==> src/rtl/fp_mac_pkg.sv <==
// Shared types and helpers for the floating-point MAC datapath.
// Holds the operand class enum, default half-precision field widths and the class decode.
package fp_mac_pkg;

    localparam int FP_EXP_W_DEF = 5;
    localparam int FP_MAN_W_DEF = 10;

    typedef enum logic [2:0] {
        FP_ZERO,
        FP_SUB,
        FP_NORM,
        FP_INF,
        FP_NAN
    } fp_class_e;

    // Takes reduced field predicates so the same decode serves any exponent/mantissa width.
    function automatic fp_class_e fp_class_of(
        input logic exp_is_zero,
        input logic exp_is_ones,
        input logic man_is_zero
    );
        if (exp_is_zero) begin
            return man_is_zero ? FP_ZERO : FP_SUB;
        end
        if (exp_is_ones) begin
            return man_is_zero ? FP_INF : FP_NAN;
        end
        return FP_NORM;
    endfunction

endpackage

==> src/rtl/fp_classify.sv <==
// Per-operand classifier: class, effective exponent and significand with hidden bit.
// Define FP_MUL_FTZ_EN to flush subnormal operands to zero instead of unpacking them.
module fp_classify
    import fp_mac_pkg::*;
#(
    parameter int EXP_W = FP_EXP_W_DEF,
    parameter int MAN_W = FP_MAN_W_DEF
) (
    input  logic [EXP_W-1:0] i_exp,
    input  logic [MAN_W-1:0] i_man,
    output fp_class_e        o_class,
    output logic [EXP_W-1:0] o_eff_exp,
    output logic [MAN_W:0]   o_sig
);

    fp_class_e w_class_raw;

    always_comb begin
        w_class_raw = fp_class_of(i_exp == '0, i_exp == '1, i_man == '0);
        o_class     = w_class_raw;
        o_eff_exp   = '0;
        o_sig       = '0;
        case (w_class_raw)
            FP_SUB: begin
`ifdef FP_MUL_FTZ_EN
                o_class   = FP_ZERO;
`else
                // Subnormals share the smallest normal exponent but have no hidden one.
                o_eff_exp = EXP_W'(1);
                o_sig     = {1'b0, i_man};
`endif
            end
            FP_NORM: begin
                o_eff_exp = i_exp;
                o_sig     = {1'b1, i_man};
            end
            default: begin
            end
        endcase
    end

endmodule

==> src/rtl/fp_mul_unpack_pipe.sv <==
// Two-stage operand unpack/classify pipeline feeding the FP multiplier significand path.
// Define FP_MUL_FTZ_EN to flush subnormal inputs to zero in stage 1.
module fp_mul_unpack_pipe
    import fp_mac_pkg::*;
#(
    parameter  int EXP_W = FP_EXP_W_DEF,
    parameter  int MAN_W = FP_MAN_W_DEF,
    localparam int BIAS  = (1 << (EXP_W - 1)) - 1,
    localparam int W     = 1 + EXP_W + MAN_W
) (
    input  logic             clk,
    input  logic             rst_n,
    input  logic             in_valid,
    output logic             in_ready,
    input  logic [W-1:0]     num_a,
    input  logic [W-1:0]     num_b,
    output logic             out_valid,
    input  logic             out_ready,
    output logic             out_sign,
    output logic [EXP_W+1:0] out_exp,
    output logic [MAN_W:0]   out_man_a,
    output logic [MAN_W:0]   out_man_b,
    output logic             out_zero,
    output logic             out_inf,
    output logic             out_nan
);

    fp_class_e        w_cls_a;
    fp_class_e        w_cls_b;
    logic [EXP_W-1:0] w_eff_a;
    logic [EXP_W-1:0] w_eff_b;
    logic [MAN_W:0]   w_sig_a;
    logic [MAN_W:0]   w_sig_b;

    logic             w_s1_adv;
    logic             w_s2_adv;

    logic             r_s1_valid;
    logic             r_s1_sign;
    fp_class_e        r_s1_cls_a;
    fp_class_e        r_s1_cls_b;
    logic [EXP_W-1:0] r_s1_eff_a;
    logic [EXP_W-1:0] r_s1_eff_b;
    logic [MAN_W:0]   r_s1_sig_a;
    logic [MAN_W:0]   r_s1_sig_b;

    logic             w_nan;
    logic             w_inf;
    logic             w_zero;
    logic [EXP_W+1:0] w_exp;
    logic [MAN_W:0]   w_man_a;
    logic [MAN_W:0]   w_man_b;

    logic             r_s2_valid;
    logic             r_out_sign;
    logic [EXP_W+1:0] r_out_exp;
    logic [MAN_W:0]   r_out_man_a;
    logic [MAN_W:0]   r_out_man_b;
    logic             r_out_zero;
    logic             r_out_inf;
    logic             r_out_nan;

    fp_classify #(
        .EXP_W (EXP_W),
        .MAN_W (MAN_W)
    ) u_classify_a (
        .i_exp     (num_a[W-2 -: EXP_W]),
        .i_man     (num_a[MAN_W-1:0]),
        .o_class   (w_cls_a),
        .o_eff_exp (w_eff_a),
        .o_sig     (w_sig_a)
    );

    fp_classify #(
        .EXP_W (EXP_W),
        .MAN_W (MAN_W)
    ) u_classify_b (
        .i_exp     (num_b[W-2 -: EXP_W]),
        .i_man     (num_b[MAN_W-1:0]),
        .o_class   (w_cls_b),
        .o_eff_exp (w_eff_b),
        .o_sig     (w_sig_b)
    );

    // Backpressure ripples from the output register; in_ready never looks at in_valid.
    assign w_s2_adv = !r_s2_valid || out_ready;
    assign w_s1_adv = !r_s1_valid || w_s2_adv;
    assign in_ready = w_s1_adv;

    always_ff @(posedge clk) begin
        if (!rst_n) begin
            r_s1_valid <= 1'b0;
            r_s1_sign  <= 1'b0;
            r_s1_cls_a <= FP_ZERO;
            r_s1_cls_b <= FP_ZERO;
            r_s1_eff_a <= '0;
            r_s1_eff_b <= '0;
            r_s1_sig_a <= '0;
            r_s1_sig_b <= '0;
        end else if (w_s1_adv) begin
            r_s1_valid <= in_valid;
            if (in_valid) begin
                r_s1_sign  <= num_a[W-1] ^ num_b[W-1];
                r_s1_cls_a <= w_cls_a;
                r_s1_cls_b <= w_cls_b;
                r_s1_eff_a <= w_eff_a;
                r_s1_eff_b <= w_eff_b;
                r_s1_sig_a <= w_sig_a;
                r_s1_sig_b <= w_sig_b;
            end
        end
    end

    // Class priority is NaN, then Inf, then zero, which keeps the three flags one-hot.
    always_comb begin
        w_nan   = (r_s1_cls_a == FP_NAN) || (r_s1_cls_b == FP_NAN)
               || ((r_s1_cls_a == FP_INF) && (r_s1_cls_b == FP_ZERO))
               || ((r_s1_cls_a == FP_ZERO) && (r_s1_cls_b == FP_INF));
        w_inf   = !w_nan && ((r_s1_cls_a == FP_INF) || (r_s1_cls_b == FP_INF));
        w_zero  = !w_nan && !w_inf
               && ((r_s1_cls_a == FP_ZERO) || (r_s1_cls_b == FP_ZERO));
        w_exp   = '0;
        w_man_a = '0;
        w_man_b = '0;
        if (!(w_nan || w_inf || w_zero)) begin
            w_exp   = {2'b00, r_s1_eff_a} + {2'b00, r_s1_eff_b} - (EXP_W+2)'(BIAS);
            w_man_a = r_s1_sig_a;
            w_man_b = r_s1_sig_b;
        end
    end

    always_ff @(posedge clk) begin
        if (!rst_n) begin
            r_s2_valid  <= 1'b0;
            r_out_sign  <= 1'b0;
            r_out_exp   <= '0;
            r_out_man_a <= '0;
            r_out_man_b <= '0;
            r_out_zero  <= 1'b0;
            r_out_inf   <= 1'b0;
            r_out_nan   <= 1'b0;
        end else if (w_s2_adv) begin
            r_s2_valid <= r_s1_valid;
            if (r_s1_valid) begin
                r_out_sign  <= r_s1_sign;
                r_out_exp   <= w_exp;
                r_out_man_a <= w_man_a;
                r_out_man_b <= w_man_b;
                r_out_zero  <= w_zero;
                r_out_inf   <= w_inf;
                r_out_nan   <= w_nan;
            end
        end
    end

    assign out_valid = r_s2_valid;
    assign out_sign  = r_out_sign;
    assign out_exp   = r_out_exp;
    assign out_man_a = r_out_man_a;
    assign out_man_b = r_out_man_b;
    assign out_zero  = r_out_zero;
    assign out_inf   = r_out_inf;
    assign out_nan   = r_out_nan;

endmodule
==> config.mk <==
export PLATFORM = sky130hd
export DESIGN_NAME = fp_mul_unpack_pipe
export DESIGN_NICKNAME = d
export VERILOG_FILES = /design/src/rtl/fp_mac_pkg.sv /design/src/rtl/fp_classify.sv /design/src/rtl/fp_mul_unpack_pipe.sv
export SDC_FILE = /design/constraint.sdc
export NUM_CORES = 1
export LEC_CHECK = 0
export CAP_MARGIN = 0
export CORE_MARGIN = 2
export CORE_UTILIZATION = 53
export CTS_CLUSTER_SIZE = 40
export DETAILED_ROUTE_END_ITERATION = 7
export GPL_TIMING_DRIVEN = 0
export PLACE_DENSITY = 0.89
export SYNTH_ARGS = -nofsm -noshare
export SYNTH_HDL_FRONTEND = slang
export SYNTH_SLANG_ARGS = --single-unit
==> constraint.sdc <==
create_clock -name clk -period 5.5 [get_ports clk]
set_clock_uncertainty 0.2 [all_clocks]
set_input_delay 1.65 -clock clk [delete_from_list [all_inputs] [get_ports clk]]
set_output_delay 1.65 -clock clk [all_outputs]
set_load 0.01 [all_outputs]
---- Yosys cells after proc, flatten, opt, wreduce, memory -nomap -nowiden ----
Index checks and enable logic that the tools add are counted.
storage, ports and cells
  input bits .............................. 36
  output and inout bits ................... 35
  logic and storage cells ................. 80
  bits in read-only memories .............. 0
  register bits ........................... 74
  memories kept ........................... 0
  bits in latches ......................... 0
  bits in writable memories ............... 0
cells by class
  reductions and logical operators ........ 26
  bitwise logic cells ..................... 1
  order comparisons ....................... 0
  eq/ne operators ......................... 10
  $mul .................................... 0
  shifts and indexed selects .............. 0
  add/subtract/negate cells ............... 2
  div/mod/pow operators ................... 0
  muxes and demuxes ....................... 25
operators with widths
  operator                                                            number
  11-bit one-hot mux with 2 select lines                              2
  3-bit 2-to-1 mux                                                    10
  11-bit 2-to-1 mux                                                   2
  10-bit zero test                                                    2
  5-bit one-hot mux with 2 select lines                               2
  3-bit by 2-bit == test with 1-bit output, second input constant     4
  5-bit == test, second input constant                                2
  5-bit zero test                                                     2
  1-bit logical OR                                                    9
  1-bit 2-to-1 mux                                                    8
  7-bit 2-to-1 mux                                                    1
  6-bit by 4-bit subtractor with 7-bit output, second input constant  1
  5-bit by 5-bit adder with 6-bit output                              1
  3-bit by 1-bit == test with 1-bit output, second input constant     2
  3-bit == test, second input constant                                2
  3-bit zero test                                                     2
  1-bit logical AND                                                   5
  1-bit zero test                                                     4
  2-bit AND reduction                                                 2
  1-bit XOR                                                           1

---- Depth between registers and ports, before layout ----
Gate-level depths: netlist of run 1.
  depth after elaboration ................. 11
  mapped depth ............................ 10
  depth with buffers taken out ............ 10

---- By module ----
A second synthesis of run 1 with hierarchy kept.
unflattened totals
  cells, all modules ...................... 421
  area, all modules ....................... 3473.3 µm²
modules (own cells, without submodules)
  module              area each (µm²)  cells each  times used
  fp_mul_unpack_pipe  3093.0           363         1
  fp_classify         190.2            29          2

---- Least setup slack after synthesis of run 1 ----
OpenSTA, ideal clock, no wires.
  path type ............................... input to output
  start point ............................. input port out_ready
  end point ............................... output port in_ready
  stages .................................. 1
  setup slack ............................. 1.777 ns
  arrival time ............................ 1.873 ns
  path buffers ............................ 0
  cells stage by stage .................... nand3b_1
on the way
  cells in the longest elaborated chain, start to end .. 2
RTL lines
  item              line                      RTL
  from (decl)       fp_mul_unpack_pipe.sv:18  input logic out_ready,
  1-bit logical OR  fp_mul_unpack_pipe.sv:86  assign w_s2_adv = !r_s2_valid || out_ready;
  1-bit logical OR  fp_mul_unpack_pipe.sv:87  assign w_s1_adv = !r_s1_valid || w_s2_adv;
  to (decl)         fp_mul_unpack_pipe.sv:14  output logic in_ready,
No other way between the ends.

---- Final worst setup path of run 1 ----
Same ends and word-level chain as after synthesis.

==> run summary, run 1 <==
The flow ran to the end, and the final reports show no timing, DRC or antenna violations. The number of nets handed over by synthesis was 357. The power density normalized to cell area is 282.9 mW/mm^2. The wire length per cell came out at 16.14 um. The internal power of the cells is 0.0008317 W. The number of violations of the max-capacitance limit is 0. The routed layout has 2728 vias. The most area-hungry cell type in the Yosys netlist is sky130_fd_sc_hd__dfxtp_1.

The worst register-to-register path begins at r_s1_eff_a[1]$_SDFFE_PN0P_. The clock tree buffer depth is 2. The final hold violation count is 0.

The number of cells produced by synthesis is 311. Among all flip-flop cells after synthesis, the most frequent one is sky130_fd_sc_hd__dfxtp_1. Once routing completed, OpenROAD measured the worst setup slack at 823.5 ps.

Of the post-synthesis cell area, the dominant cell type holds 0.4971. The simple-gate share of the synthesized area came out at 0.1641. The finished layout holds 468 standard cells, fillers aside. The reported leakage power came out at 1.565 nW. The critical path contains buffers and inverters numbering 2 combined. The sum of negative setup slack came out at 0 ps. The multiplexer share of the synthesized area came out at 0.006717. The area of the mapped netlist is 0.002980 mm^2.

The master cell of the clock root buffer is sky130_fd_sc_hd__clkbuf_8. The total clock buffers created by CTS came out at 9. The first-pass GRT wire length is 12.19 mm.

The biggest fanout along the worst timing path is 4. STA classifies the critical path startpoint as a primary input. The minimum period implied by the final worst setup slack came out at 4676 ps. The residual DRC count came out at 0. The period utilization came out at 0.8503. The maximum frequency from static timing analysis is 0.2138 GHz. The switching part of the total power is 0.2568.

The proportion of layout cells with a drive suffix above 1 came out at 0.07071. The number of top-level pins came out at 71. In the final design database the tool counted 437 nets. Of the total power, registers draw 0.511. The number of stages on the worst hold path is 2. The remaining antenna violation count after routing is 0. For the worst setup path, the data required time is 3650 ps. The worst-case hold path end point is out_man_a[9]$_SDFFE_PN0P_.

The initial standard-cell utilization of the core is 0.5446. STA classifies the critical path endpoint as an output port. The total of flip-flops plus latches after synthesis came out at 74. The share of async-settable or async-resettable flops after synthesis came out at 0. In this run the mean area of a mapped cell was 9.583 um^2. The post-detailed-placement half-perimeter wirelength came out at 5.258 mm. CTS built an H-tree with a depth of 3. The final wirelength came out at 7.553 mm.

The max-slew violation count came out at 0. The startpoint identified for the worst hold timing path is out_man_a[9]$_SDFFE_PN0P_. The floorplan step defined a die boundary enclosing 0.006239 mm^2.

In the layout the commonest cells are sky130_fd_sc_hd__dfxtp_1 (74), sky130_fd_sc_hd__clkdlybuf4s50_1 (69), sky130_fd_sc_hd__a22o_1 (37). The dominant combinational cell family by area after synthesis is compound AO/OA/AOI/OAI gates. The largest stage delay on the critical path is 560 ps.

The total congestion overflow after global routing is 0. The clock-pin slew of the registers on the worst-case setup and hold paths came out at 70 ps. The placed cell count came out at 452. In this run, post-CTS repair resized a total of 0 instances. The transition time of the tightest slew-check pin is 563.2 ps. The cell repeated most along the worst path is sky130_fd_sc_hd__clkdlybuf4s50_1. The relative max-transition margin is 0.6246. The insertion delay of the later-clocked pin in the worst-skew pair came out at 350 ps. The setup fix buffers added after clock tree synthesis is 0.

The clock network power share came out at 0.372. STA puts the critical path data arrival time at 2830 ps. Traced cell by cell, the critical path runs through clkdlybuf4s50_1 > nand3b_1 > clkdlybuf4s50_1. The number of port buffers came out at 69. The cell row count came out at 27.

The pin count of the biggest net entering global routing is 14. The sequential fraction of the synthesis area came out at 0.4971. The kind of cell with the highest combined delay along the critical path is buffers and inverters.

The path type of the worst setup path is primary input to output port. The number of enable flip-flop cells after synthesis came out at 0. The share of power burned in combinational logic came out at 0.117.

After synthesis, the cell types taking the most area are sky130_fd_sc_hd__dfxtp_1 (50%), sky130_fd_sc_hd__a22o_1 (11%), sky130_fd_sc_hd__a21oi_1 (4.7%), sky130_fd_sc_hd__nand3_1 (4.4%), sky130_fd_sc_hd__ha_1 (3.8%). The number of cell instances on the worst register-to-register path came out at 8. The number of distinct library cell variants in the gate-level netlist after synthesis came out at 42. The number of antenna violations at the first check in global routing came out at 0. In this run the vertical extent of the chip is 78.99 um. Of the total synthesized cell area, the portion taken by XOR and XNOR cells is 0.008816. The net switching power of the design is 0.0002874 W. The path class of the tightest hold or removal check is flip-flop to flip-flop. The number of global-route vias before repair is 2630. The combined global-route utilization of all metal layers came out at 0.2495.

The compound-cell area share of the yosys netlist came out at 0.2288. The adder and majority gate portion of the synthesized area is 0.04450. The initial detailed-routing violation count is 194. In this run the register-to-register setup slack is 3300 ps. Leaving out fill and tap cells, the most frequent cell in the layout is sky130_fd_sc_hd__dfxtp_1. The last weighted congestion value of the routability-driven placer came out at 0.8557. The clock net in this run drives a total of 74 sinks.

The core region is 0.005473 mm^2. The final count of negative-setup-slack endpoints came out at 0. The overall die width is 78.99 um. During synthesis, Yosys emitted a total of 0 warnings.

TritonCTS built the clock tree. For this design, the slowest cell found on the critical path is sky130_fd_sc_hd__clkdlybuf4s50_1. Compared with the post-synthesis result, the final layout area differs by 32.70%. The vias per cell is 5.829. The endpoint of the worst register-to-register path is out_exp[5]$_SDFFE_PN0P_. The total of hold buffers inserted after clock tree synthesis came out at 0. Setup repair after global routing left no endpoint under its margin. The number of antenna repair diodes came out at 0. The worst setup slack after placement came out at 822.8 ps.

IR analysis of the VDD net gives a maximum drop of 0.1663 mV. The number of detailed-route iterations in the first pass is 5.
## state kept, by name, indices dropped and copies added (netlist names)
name / cells
out_sign: 1
out_inf: 1
r_s1_valid: 1
r_s1_sign: 1
r_s1_eff_a: 5
r_s1_cls_b: 3
out_zero: 1
out_valid: 1
out_exp: 7
r_s1_cls_a: 3
r_s1_sig_b: 11
r_s1_eff_b: 5
out_man_b: 11
out_nan: 1
r_s1_sig_a: 11
out_man_a: 11
## area by class of cell
type	instances	area [um^2]
fill	404	1518
clock buffer	10	127.6
timing repair buffer	69	690.7
inverter	13	48.80
multi-input combinational	205	1350
sequential	74	1481
buffer	19	100.1
clock inverter	6	66.31
tap	72	90.09
## worst reg2reg max path, cell delays in order (launching register included)
cell	delay (ps)
sky130_fd_sc_hd__dfxtp_1	330
sky130_fd_sc_hd__ha_1	310
sky130_fd_sc_hd__ha_1	220
sky130_fd_sc_hd__inv_1	70
sky130_fd_sc_hd__fa_1	200
sky130_fd_sc_hd__nor2b_1	60
sky130_fd_sc_hd__o21a_1	170
sky130_fd_sc_hd__or3_1	300
sky130_fd_sc_hd__a32o_1	240
## how the worst max path moves through the flow
stage                     slack [ps]  cells after the start        to       from
after floorplan                 1780                      1  in_ready  out_ready
after global placement           820                      3  in_ready  out_ready
after detailed placement         820                      3  in_ready  out_ready
after CTS                        820                      3  in_ready  out_ready
after global routing             790                      3  in_ready  out_ready
final                            820                      3  in_ready  out_ready
## logic make-up after synthesis
family	count (synthesis)
AO/OA/AOI/OAI	93
XOR/XNOR	3
adder cells (fa/ha/maj)	10
buffers and inverters	32
flip-flops	74
multiplexers	2
AND/OR/NAND/NOR	97
## synthesized netlist by cell type (all sizes together), types with 4 or more instances
cell type / n
dfxtp: 74
a22o: 37
nand2: 29
a21oi: 28
nand3: 26
inv: 13
nor2: 13
buf: 12
ha: 9
and3: 7
clkbuf: 7
nor4: 6
o21ai: 6
and2: 4
## power groups by stage
stage | sequential, W | combinational, W | clock (W)
final | 0.000571 | 0.000131 | 0.000417
after global placement | 0.000582 | 0.000124 | 0
after CTS | 0.000571 | 0.000131 | 0.000417
after global routing | 0.000573 | 0.000142 | 0.000442
after floorplan | 0.000581 | 0.0000694 | 0
after detailed placement | 0.000583 | 0.000128 | 0
## per-stage QoR
step | util | power, W | instance area [um^2] | hold WS (ps)
2_1_floorplan | - | 0.0006509 | 2980 | 231.6
3_3_place_gp | 0.6872 | 0.0007062 | 3761 | 241.5
3_5_place_dp | 0.6872 | 0.0007107 | 3761 | 247.8
4_1_cts | 0.7227 | 0.001118 | 3955 | 256.2
5_1_grt | 0.7227 | 0.001158 | 3955 | 273.7
6_report | 0.7227 | 0.001119 | 3955 | 256.6
## per-layer routing
layer | GRT usage | routed length [um]
met5 | 0 | 0
met4 | 0.1138 | 131
met3 | 0.05000 | 501
met2 | 0.4127 | 3678
met1 | 0.3140 | 3242
No activity file was read; power rests on OpenSTA's default activity.
==> inputs of run 2 (changes only) <==
- MAX_ROUTING_LAYER: unset -> met4
==> run 2 against run 1 <==
Effect of this change:
- total power down 0.12%
- clock power about the same
- global-route usage up 0.86 points
- critical path type unchanged
- critical endpoint unchanged
- largest power group unchanged
==> run summary, run 2 (same netlist as run 1, synthesis figures left out) <==
Final hold analysis gives a worst-case slack of 256.4 ps. The full die area came out at 0.006239 mm^2. The placeable core area is 0.005473 mm^2. The final hold violation count was 0. The residual DRC count came out at 0.

The worst setup slack after placement came out at 822.8 ps. Headroom to the max-slew limit came out at 0.6375. The clock reaches the later pin of the worst-skew pair after 350 ps. Across all layers, the routed design uses 2696 vias. The pin count of the biggest net entering global routing is 14. The initial detailed-routing violation count came out at 254. The class of the tightest hold or removal check is flip-flop to flip-flop.

The total clock buffers created by CTS came out at 9. In this design, the critical path's most frequently occurring cell is sky130_fd_sc_hd__clkdlybuf4s50_1. Once routing completed, OpenROAD measured the worst setup slack at 823.4 ps.

The number of port buffers came out at 69. The largest single stage delay on the critical path is 560 ps. The minimum period implied by the final worst setup slack came out at 4677 ps. The vertical extent of the die is 78.99 um. At the pin with the least slew margin, the transition time is 543.8 ps. The count of placed standard cells in the final layout, fillers left out is 468. The reported leakage power came out at 1.565 nW. The number of global-route vias before repair is 2633. The flow ran to the end, and the final reports show no timing, DRC or antenna violations. The number of violations of the max-capacitance limit is 0. Leaving out fill and tap cells, the most frequent cells in the layout are sky130_fd_sc_hd__dfxtp_1 (74), sky130_fd_sc_hd__clkdlybuf4s50_1 (69), sky130_fd_sc_hd__a22o_1 (37). The overall die width came out at 78.99 um. Summed over all layers, the global routing overflow is 0.

The vias per cell came out at 5.761. The max-slew violation count is 0. After clock tree synthesis, the repair step resized 0 gates. The pre-antenna-repair detailed-routing pass consisted of 4 iterations. Dividing the final minimum period by the clock period gives 0.8503. The first global-routing pass estimated 12.22 mm of wire.

The proportion of layout cells with a drive suffix above 1 came out at 0.07071. The remaining antenna violation count after routing is 0. The setup fix buffers added after clock tree synthesis came out at 0. The final wirelength came out at 7.539 mm.

Dividing total power by cell area gives a power density of 282.6 mW/mm^2. The number of antenna repair diodes came out at 0. The critical path arrival came out at 2830 ps.

The sum of negative setup slack is 0 ps. Compared with the post-synthesis result, the final layout area differs by 32.70%. The total number of H-tree levels is 3.

The layout net count came out at 437. The final core utilization is 0.7227. Setup repair after global routing left no endpoint under its margin. The number of buffers and inverters on the critical path is 2. Row generation in the floorplan step produced 27 rows. Grouping stages by cell kind, the critical path spends the most delay in buffers and inverters. For this design, the slowest cell found on the critical path is sky130_fd_sc_hd__clkdlybuf4s50_1. For this run, the top clock speed supported by timing is 0.2138 GHz. The startpoint type of the worst setup path is a primary input. The biggest fanout along the worst timing path is 4. The CTS tree is built. The total of hold buffers inserted after clock tree synthesis is 0. The clock-pin slew of the registers on the worst-case setup and hold paths came out at 70 ps. The initial standard-cell utilization of the core came out at 0.5446. Setup violations remaining at the end of the flow were counted as 0. At the end of routability-driven placement, the weighted congestion stood at 0.8693.

The post-detailed-placement half-perimeter wirelength came out at 5.258 mm. In this run, placement finished with an instance count of 452. In this run the count of I/O pins placed on the die edge is 71.

The type of element capturing the critical path is an output port. The most common cell after layout, fill and taps aside is sky130_fd_sc_hd__dfxtp_1. The data required time at the worst endpoint is 3650 ps. The number of antenna violations at the first check in global routing came out at 0. Walking the worst path, the cells encountered are clkdlybuf4s50_1 > nand3b_1 > clkdlybuf4s50_1. The clock tree buffer depth is 2. The critical path is of the primary input to output port type. The combined global-route utilization of all metal layers came out at 0.2581.

The peak ir drop on the vdd network is 0.1653 mV. The tree is rooted in a sky130_fd_sc_hd__clkbuf_8. The wire length per cell is 16.11 um.

The number of clock sinks seen by CTS is 74.
## run 2: final timing paths
path,from,end,slack (ps),depth (start not counted)
min reg2reg,out_man_a[9]$_SDFFE_PN0P_,out_man_a[9]$_SDFFE_PN0P_,260,2
max,out_ready,in_ready,820,3
min,out_man_a[9]$_SDFFE_PN0P_,out_man_a[9]$_SDFFE_PN0P_,260,2
max reg2reg,r_s1_eff_a[1]$_SDFFE_PN0P_,out_exp[5]$_SDFFE_PN0P_,3300,8
## run 2: power breakdown
group          internal, W  switching, W
sequential        0.000557     0.0000142
clock             0.000210      0.000205
combinational    0.0000642     0.0000666
## run 2: worst min-delay path: stages (launching register included)
cell	delay [ps]
sky130_fd_sc_hd__dfxtp_1	310
sky130_fd_sc_hd__nand2_1	50
sky130_fd_sc_hd__a21oi_1	50
## run 2: final cells by class
cell class	count	area (um^2)
sequential	74	1481
multi-input combinational	205	1350
inverter	13	48.80
clock buffer	10	127.6
buffer	19	100.1
clock inverter	6	66.31
tap	72	90.09
fill	404	1518
timing repair buffer	69	690.7
## run 2: per-stage QoR
stage               power (W)  instance area, um^2
floorplan           0.0006509                 2980
global placement    0.0007062                 3761
detailed placement  0.0007107                 3761
CTS                  0.001118                 3955
global route         0.001161                 3955
finish               0.001118                 3955
## run 2: per-layer routing
layer / vias up / wire length, um / GRT usage
met5: - / 0 / -
met4: 0 / 140 / 0.09483
met3: 18 / 516 / 0.07159
met2: 101 / 3696 / 0.4119
met1: 1287 / 3185 / 0.3140
li1: 1290 / - / -
==> inputs of run 3 (changes only) <==
- CORE_MARGIN: 2 -> 5
- SLEW_MARGIN: unset -> 30
==> run 3 against run 2 <==
Effect of this change:
- die area up 16%
- worst setup slack worse by 4.6 ps
- via count unchanged
- register-to-register slack got worse by 60 ps
- critical path type unchanged
- core utilization rose by 1.1 points
- total power up 9.6%
- critical path depth did not move
- highest routed layer unchanged
- final cell count stayed put
- clock-buffer cell count up 2
- global-route usage shrank 3.2 points
- sequential cell count did not move
- sequential power about the same
==> run summary, run 3 (same netlist as run 1, synthesis figures left out) <==
The post-cts repair resize count came out at 0. The total number of vias came out at 2696. The tree is rooted in a sky130_fd_sc_hd__clkbuf_8. The biggest fanout along the worst timing path is 4. The power density normalized to cell area came out at 305.1 mW/mm^2. From bottom edge to top edge, the die measures 84.99 um. The startpoint identified for the worst hold timing path is out_man_a[5]$_SDFFE_PN0P_. The class of the tightest hold or removal check is flip-flop to flip-flop.

The residual DRC count came out at 0. The flow ran to the end, and the final reports show no timing, DRC or antenna violations. The worst setup path is captured at an output port. The number of violations of the max-capacitance limit came out at 0.

The insertion delay of the later-clocked pin in the worst-skew pair came out at 350 ps. The period utilization is 0.8511. For the finished layout, the period the worst path requires is 4681 ps.

The sum of negative setup slack came out at 0 ps. The endpoint identified for the worst register-to-register timing path is out_exp[5]$_SDFFE_PN0P_. The post-detailed-placement half-perimeter wirelength is 5.478 mm. The peak ir drop on the vdd network came out at 0.1558 mV. The detail route stage leaves a number of antenna-violating nets equal to 0.

In the layout the commonest cells are sky130_fd_sc_hd__dfxtp_1 (74), sky130_fd_sc_hd__clkdlybuf4s50_1 (69), sky130_fd_sc_hd__a22o_1 (37). The full die area came out at 0.007223 mm^2. The worst path meets setup with 818.8 ps of slack. The maximum frequency from static timing analysis came out at 0.2136 GHz.

The max-slew violation count was 0. The total of hold buffers inserted after clock tree synthesis came out at 0. The total congestion overflow after global routing came out at 0. The total of fill cells in the finished design came out at 408. In this run the critical register-to-register path is launched from r_s1_eff_a[1]$_SDFFE_PN0P_. The clock-pin slew of the registers on the worst-case setup and hold paths came out at 70 ps. The overall die width is 84.99 um. The analysis attributes to cell leakage a power of 1.599 nW. The most common cell after layout, fill and taps aside is sky130_fd_sc_hd__dfxtp_1. The number of global-route vias before repair is 2607. The layout net count came out at 437. At the pin with the least slew margin, the transition time is 577.7 ps. The final core utilization is 0.7334. The sum of internal, switching and leakage power is 0.001225 W. The number of port buffers came out at 69. The worst hold path was traced through 2 stages. The number of cell instances on the worst register-to-register path is 8.

The final hold violation count came out at 0. The worst hold path terminates at out_man_a[5]$_SDFFE_PN0P_. The combined global-route utilization of all metal layers came out at 0.2261.

The cell row count is 27. The clock tree buffer depth came out at 2. The pin count of the biggest net entering global routing came out at 13. The first-pass GRT wire length came out at 12.70 mm. The relative max-transition margin came out at 0.6149. Summing all multi-input logic gate instances after layout gives 0.001350 mm^2. The initial detailed-routing violation count is 155.

The final count of negative-setup-slack endpoints is 0. Counting every sink on the clock net gives 74. Before antenna repair, the detailed router went through 4 iterations. After detailed routing, the average wire length per cell comes to 16.38 um. Setup repair after global routing left no endpoint under its margin.

The synthesis-to-finish area growth is 34.68%. The total clock buffers created by CTS came out at 9. The number of antenna repair diodes is 0. The worst-case register-to-register setup slack came out at 3240 ps. The worst setup slack after placement is 819.7 ps. The startpoint type of the worst setup path is a primary input.

The data required time at the worst endpoint came out at 3650 ps. The total number of H-tree levels came out at 3. In this run the post-CTS setup repair buffer count came out at 0. TritonCTS built the clock tree. The critical path arrival came out at 2830 ps. Tracing the worst setup path back leads to its startpoint at out_ready.

By startpoint and endpoint, the worst setup path is classified as primary input to output port. The sequential standard cell area came out at 0.001481 mm^2. The number of top-level pins came out at 71. The initial utilization of the core area, before any placement, comes to 0.5446. The final wirelength is 7.668 mm. The last weighted congestion value of the routability-driven placer came out at 0.9226. The number of antenna violations at the first check in global routing came out at 0.

The proportion of layout cells with a drive suffix above 1 came out at 0.07071. The vias per cell came out at 5.761. The placeable core area is 0.005473 mm^2.
[run 3: cell types whose count changed in the layout (fill, tap and decap cells not counted), sizes merged]
cell / previous run / this run
bufinv: 1 / 3
clkbuf: 17 / 19
clkinv: 1 / 0
clkinvlp: 3 / 1
inv: 14 / 13
[run 3: area by class of cell]
class                   instances  area share
clock buffers                  12     0.03865
flip-flops and latches         74      0.3691
clock inverters                 4     0.02431
plain buffers                  19     0.02494
well taps                      72     0.02244
multi-input cells             205      0.3363
inverters                      13     0.01216
repair buffers                 69      0.1721
[run 3: worst max path at each step]
stage / endpoint / slack (ps)
after CTS: in_ready / 810
after global placement: in_ready / 820
after global routing: in_ready / 760
final: in_ready / 820
after detailed placement: in_ready / 820
after floorplan: in_ready / 1780
[run 3: power by group]
part           total [W]  switching, W  internal, W
Sequential      0.000571     0.0000138     0.000557
Combinational   0.000130     0.0000659    0.0000642
Clock           0.000523      0.000197     0.000326
[run 3: stage by stage]
stage	std cells	instance area [um^2]	hold WS, ps
floorplan	311	2980	231.6
global placement	452	3761	241.8
detailed placement	452	3761	244.0
CTS	468	4014	254.9
global route	468	4014	276.9
finish	468	4014	252.9
[run 3: metal layers]
metal	global-route usage	wire [um]
met5	-	0
met3	0.03786	409
met2	0.3701	3761
met4	0.1036	183
met1	0.2716	3314
[run 3: worst max-delay path, cell delays in order]
cell                              delay [ps]
sky130_fd_sc_hd__clkdlybuf4s50_1         460
sky130_fd_sc_hd__nand3b_1                160
sky130_fd_sc_hd__clkdlybuf4s50_1         560
